### config.mk
export PLATFORM = sky130hd
export DESIGN_NAME = transport_rx
export DESIGN_NICKNAME = d
export VERILOG_FILES = /design/src/rtl/transport_pkg.sv /design/src/rtl/transport_rx.sv
export SDC_FILE = /design/constraint.sdc
export NUM_CORES = 1
export LEC_CHECK = 0
export CAP_MARGIN = 20
export CORE_MARGIN = 2
export CORE_UTILIZATION = 45
export DETAILED_ROUTE_END_ITERATION = 10
export PLACE_DENSITY = 0.78
export SYNTH_ARGS = -nofsm -noshare
export SYNTH_HDL_FRONTEND = slang
export SYNTH_SLANG_ARGS = --single-unit
export TNS_END_PERCENT = 100
### constraint.sdc
create_clock -name clk -period 1.4 [get_ports clk]
set_input_delay 0.28 -clock clk [delete_from_list [all_inputs] [get_ports clk]]
set_output_delay 0.28 -clock clk [all_outputs]
set_load 0.02 [all_outputs]
### src/rtl/transport_pkg.sv
// Shared transport-layer definitions used by both the packet transmitter and
// the receiver (transport_rx).
//   - cmd codes carried alongside decoded words
//   - header byte values identifying packet type
//   - default packet geometry
//   - receiver FSM state type
package transport_pkg;

  localparam int unsigned PACKET_BYTES_DEFAULT  = 16;
  localparam int unsigned AUDIO_SAMPLES_DEFAULT = 7;

  localparam logic [1:0] CMD_IDLE  = 2'b00;
  localparam logic [1:0] CMD_CTRL  = 2'b01;
  localparam logic [1:0] CMD_AUDIO = 2'b10;

  localparam logic [7:0] HDR_CTRL  = 8'h40;
  localparam logic [7:0] HDR_AUDIO = 8'h80;

  typedef enum logic [2:0] {
    ST_HDR,
    ST_CTRL_HI,
    ST_CTRL_LO,
    ST_AUD_HI,
    ST_AUD_LO,
    ST_PAD,
    ST_DROP
  } rx_state_t;

endpackage

### src/rtl/transport_rx.sv
// Receive-side transport layer. Frames fixed-length packets from the byte
// stream by count, decodes the header and emits 16-bit control words or audio
// samples as single-cycle strobes.
// Ports:
//   clk, reset   - clock, synchronous active-high reset
//   byte_in      - incoming packet byte
//   byte_valid   - byte_in valid this cycle (always accepted)
//   flush        - abandon current packet, return to header hunt
//   out_cmd      - CMD_CTRL / CMD_AUDIO with out_valid, CMD_IDLE otherwise
//   out_data     - decoded word (hi byte first on the wire)
//   out_valid    - one-cycle strobe
//   out_last     - with out_valid: final word of the packet
//   busy         - mid-packet (state other than header hunt)
//   hdr_err      - one-cycle pulse: bad header, packet dropped
//   pad_err      - one-cycle pulse at packet end: nonzero padding seen
// PACKET_BYTES must be even and >= 4; 2*AUDIO_SAMPLES <= PACKET_BYTES-1.
module transport_rx
  import transport_pkg::*;
#(
  parameter int unsigned PACKET_BYTES  = PACKET_BYTES_DEFAULT,
  parameter int unsigned AUDIO_SAMPLES = AUDIO_SAMPLES_DEFAULT
) (
  input  logic        clk,
  input  logic        reset,
  input  logic [7:0]  byte_in,
  input  logic        byte_valid,
  input  logic        flush,
  output logic [1:0]  out_cmd,
  output logic [15:0] out_data,
  output logic        out_valid,
  output logic        out_last,
  output logic        busy,
  output logic        hdr_err,
  output logic        pad_err
);

  localparam int unsigned CW = $clog2(PACKET_BYTES);
  localparam logic [CW-1:0] LAST_IDX        = CW'(PACKET_BYTES - 1);
  // Byte index of the lo byte of the final audio sample.
  localparam logic [CW-1:0] LAST_SAMPLE_IDX = CW'(2 * AUDIO_SAMPLES);
  localparam bit AUDIO_HAS_PAD = (2 * AUDIO_SAMPLES) < (PACKET_BYTES - 1);

  rx_state_t     state;
  logic [CW-1:0] cnt;
  logic [7:0]    hi_byte;
  logic          pad_flag;
  logic          last_byte;

  assign last_byte = (cnt == LAST_IDX);

  // busy is registered alongside every state transition so it tracks state
  // exactly without a combinational decode on the output.
  always_ff @(posedge clk) begin
    if (reset) begin
      state     <= ST_HDR;
      cnt       <= '0;
      hi_byte   <= '0;
      pad_flag  <= 1'b0;
      out_cmd   <= CMD_IDLE;
      out_data  <= '0;
      out_valid <= 1'b0;
      out_last  <= 1'b0;
      busy      <= 1'b0;
      hdr_err   <= 1'b0;
      pad_err   <= 1'b0;
    end else begin
      out_valid <= 1'b0;
      out_cmd   <= CMD_IDLE;
      out_last  <= 1'b0;
      hdr_err   <= 1'b0;
      pad_err   <= 1'b0;

      if (flush) begin
        state    <= ST_HDR;
        busy     <= 1'b0;
        cnt      <= '0;
        pad_flag <= 1'b0;
      end else if (byte_valid) begin
        cnt <= last_byte ? '0 : cnt + 1'b1;

        unique case (state)
          ST_HDR: begin
            busy <= 1'b1;
            if (byte_in == HDR_CTRL) begin
              state <= ST_CTRL_HI;
            end else if (byte_in == HDR_AUDIO) begin
              state <= ST_AUD_HI;
            end else begin
              state   <= ST_DROP;
              hdr_err <= 1'b1;
            end
          end

          ST_CTRL_HI: begin
            hi_byte <= byte_in;
            state   <= ST_CTRL_LO;
          end

          ST_CTRL_LO: begin
            out_valid <= 1'b1;
            out_cmd   <= CMD_CTRL;
            out_data  <= {hi_byte, byte_in};
            out_last  <= 1'b1;
            state     <= ST_PAD;
          end

          ST_AUD_HI: begin
            hi_byte <= byte_in;
            state   <= ST_AUD_LO;
          end

          ST_AUD_LO: begin
            out_valid <= 1'b1;
            out_cmd   <= CMD_AUDIO;
            out_data  <= {hi_byte, byte_in};
            if (cnt == LAST_SAMPLE_IDX) begin
              out_last <= 1'b1;
              // With no padding bytes this lo byte is also the packet's last.
              if (AUDIO_HAS_PAD) begin
                state <= ST_PAD;
              end else begin
                state <= ST_HDR;
                busy  <= 1'b0;
              end
            end else begin
              state <= ST_AUD_HI;
            end
          end

          ST_PAD: begin
            if (last_byte) begin
              pad_err  <= pad_flag | (|byte_in);
              pad_flag <= 1'b0;
              state    <= ST_HDR;
              busy     <= 1'b0;
            end else begin
              pad_flag <= pad_flag | (|byte_in);
            end
          end

          ST_DROP: begin
            if (last_byte) begin
              state <= ST_HDR;
              busy  <= 1'b0;
            end
          end

          default: begin
            state <= ST_HDR;
            busy  <= 1'b0;
          end
        endcase
      end
    end
  end

endmodule
==> results.md, run 1 <==
- DIE HEIGHT: 64.6 um
- Die Wd: 64.6 um
- Syn Area/Cell: 9.77 um^2
- Vias post-DR: 1,385
- Final Hold Viols: 0
- DIE AREA: 4170 um^2
- Crit path kind: register to register
- Num CTS Buffers: 5
- DRC: 0
- Iteration-0 DRC Markers: 43
- CTS tree: done
- Seq cells post-synth: 39
- WL/cell: 13.4 um
- Hold WS: 0.467 ns
- Drt pass-1 iters: 4
- RSZ-0062 raised after global routing: true
- Critical Path Fanout Max: 4
- IO Pins: 35
- Minimum clock period: 1.40 ns
- Bufs on Longest Clock Path: 2
- Total nets after synthesis: 183
- Worst Tran Pin Value: 0.266 ns
- P&R area growth vs syn: 43.0%
- Layout cells sized above 1: 23.7%
- Synth cell types: 38
- Fmax: 714 MHz
- Grt total ovfl: 0
- Outcome: complete, but fails checks
- Fraction of registers with async set/reset: 0%
- Sw power: 523 uW
- Max-slew headroom at the worst pin: 82.2%
- Sw frac: 21.0%
- Port Buffer Count: 34
- Sequential share of power: 45.9%
- Starting Density: 45.8%
- Clk pwr share: 44.0%
- HPWL Detailed: 2450 um
- P_leak: 0.00112 uW
- DRT antenna net count: 0
- Max-cap violations: 0
- Clk_lat worst skew: 0.29 ns
- Yosys warns: 0
- Clock transition at path regs: 0.08 ns
- Combinational Power Share: 10.2%
- Root buffer cell: clkbuf_8
- Deepest level of the CTS H-tree: 2
- Post-synth EDFFs: 0
- Clock Skews: 0.00710 ns
- Crit-path slowest cell: or4b_4
- Pwr/cell area: 1050 nW/um^2
- VDD IR max: 627 uV
- Class of the worst hold path: register to register
- Setup Viol. Count Final: 1
- Crit path setup slack, layout: -0.00147 ns
- GRT Util Overall: 19.0%
- Final Net Count: 241
- Number of vias per cell: 5.02
- Slew Viols, Final: 0
- First-pass GRT wire length: 6030 um
- RD Place Congestion: 0.776
- Post-place setup slack: -0.537 ns
- Internal power: 1960 uW
- Cts hold-fix bufs: 0
- Core Area: 3610 um^2
- Largest net degree at the start of global routing: 24
- Initial antenna violation count: 0
- Final WL: 3710 um
- Register area share after synthesis: 47.3%
- Violated checks: setup timing
- Critical Path Start Type: register
- Worst EP arrival: 1.59 ns
- Final instance area: 2360 um^2
- Post-route clock period utilization: 100%
- Vias in the first global route: 1,337
- Antenna fix cells: 0
- Clock Sinks: 39
- Worst setup EP type: register
- CP Cell Sequence: or4b_4, nor3b_4, a21oi_2, o311ai_2
- Area after DPL: 2190 um^2
- Site row count: 22
- Synthesized area: 1650 um^2
- Worst path max stage delay: 0.54 ns
- Required time of the critical path: 1.59 ns
- Post-Synthesis Cells: 169
- Top FF cell, synth: dfxtp_1
## stage by stage
stage | TNS (ns) | total power, uW | instances | util (%)
2_1_floorplan | -0.234 | 1300 | 169 | -
3_3_place_gp | -14.63 | 1410 | 267 | 60.6
3_5_place_dp | -15.32 | 1410 | 267 | 60.6
4_1_cts | 0 | 2490 | 276 | 64.4
5_1_grt | -0.137 | 2580 | 276 | 65.5
6_report | -0.00147 | 2490 | 276 | 65.5
## sequential cells by signal, indices dropped and copies added, names as in the netlist
register,cells
busy,1
cnt,4
hdr_err,1
hi_byte,8
out_cmd,2
out_data,16
out_last,1
out_valid,1
pad_err,1
pad_flag,1
state,3
## cell usage after synthesis, drive strengths merged (2+ instances only)
library cell / instances / share of area (%)
nor3: 3 / 1.6
mux2i: 24 / 15
nor4b: 2 / 1.1
clkbuf: 5 / 1.1
buf: 7 / 4.2
o21ai: 4 / 1.2
dfxtp: 39 / 47
nand2: 9 / 2.0
nand2b: 2 / 0.76
ha: 2 / 1.5
nor4: 2 / 0.76
or3: 2 / 0.76
xor2: 2 / 1.1
a21oi: 5 / 1.5
and3: 2 / 0.76
o31ai: 2 / 0.91
or4b: 2 / 1.7
nor2: 32 / 7.4
nand3: 4 / 1.2
inv: 5 / 1.1
## path summary, 6_finish.rpt
| check | from | to | slack [ns] | cells after the start |
|---|---|---|---|---|
| worst max-delay path | state[0] | state[0] | -0.001 | 4 |
| worst min-delay path | out_data[10] | out_data[10] | 0.47 | 2 |
| worst min register to register | out_data[10] | out_data[10] | 0.47 | 2 |
| worst max register to register | state[0] | state[0] | -0.001 | 4 |
## final cells by class
type | instances | area, um^2
Multi-Input combinational cell | 113 | 835
Sequential cell | 39 | 783
Tap cell | 48 | 60.1
Timing Repair Buffer | 63 | 533
Clock buffer | 6 | 72.6
Fill cell | 304 | 1240
Clock inverter | 2 | 60.1
Inverter | 5 | 18.8
## routing by layer
metal / part of all wire (%) / GRT usage (%)
met1: 44 / 22.6
met2: 51 / 32.2
met3: 2.9 / 5.21
met4: 2.0 / 7.98
met5: 0 / 0
## critical path: cells and delay by family (launching register included)
kind	cells	cell delay, ns
and+or+nand+nor	2	0.77
AOI/OAI and AO/OA	2	0.18
DFF	1	0.35
## what timing repair did
action | 4_1_cts | 5_1_grt
pin swaps | 5 | 4
buffers inserted | 1 | 0
resized for setup | 39 | 7
endpoints found under the setup margin | 58 | 18
## power groups by stage
stage	Clock, uW	Sequential [uW]	Combinational (uW)
floorplan	0	1180	118
global placement	0	1170	247
detailed placement	0	1170	248
CTS	1110	1140	246
global route	1170	1140	271
finish	1090	1140	253
## cell usage in the layout, fill, tap and decap left out, drive strengths merged, types with 3 or more instances in the layout
cell and instances:
clkbuf 6, buf 29, nand2 9, nor2 32
dlygate4sd2 30, nand3 4, mux2i 24, dfxtp 39
nor3 3, inv 5, a21oi 5, clkdlybuf4s50 4
o21ai 4
## cell families (layout without fill, tap and decap cells)
| group | Yosys count | in the layout | synth area share [%] |
|---|---|---|---|
| muxes | 24 | 24 | 14.5 |
| adders and majority gates | 3 | 3 | 2.12 |
| xor gates and xnor gates | 3 | 3 | 1.59 |
| buffers and inverters | 17 | 76 | 6.51 |
| AOI/OAI and AO/OA | 20 | 20 | 7.88 |
| DFF | 39 | 39 | 47.3 |
| and+or+nand+nor | 63 | 63 | 20.1 |
Note: power is estimated with default switching activity, not from simulation.
==> inputs of run 2 (changes only) <==
--- a/config.mk
+++ b/config.mk
@@ -8,6 +8,7 @@
 export CAP_MARGIN = 20
 export CORE_MARGIN = 2
 export CORE_UTILIZATION = 45
+export CTS_CLUSTER_SIZE = 25
 export DETAILED_ROUTE_END_ITERATION = 10
 export PLACE_DENSITY = 0.78
 export SYNTH_ARGS = -nofsm -noshare
==> results of run 2 <==
Final layout, timing and power as in run 1 (identical DEF).
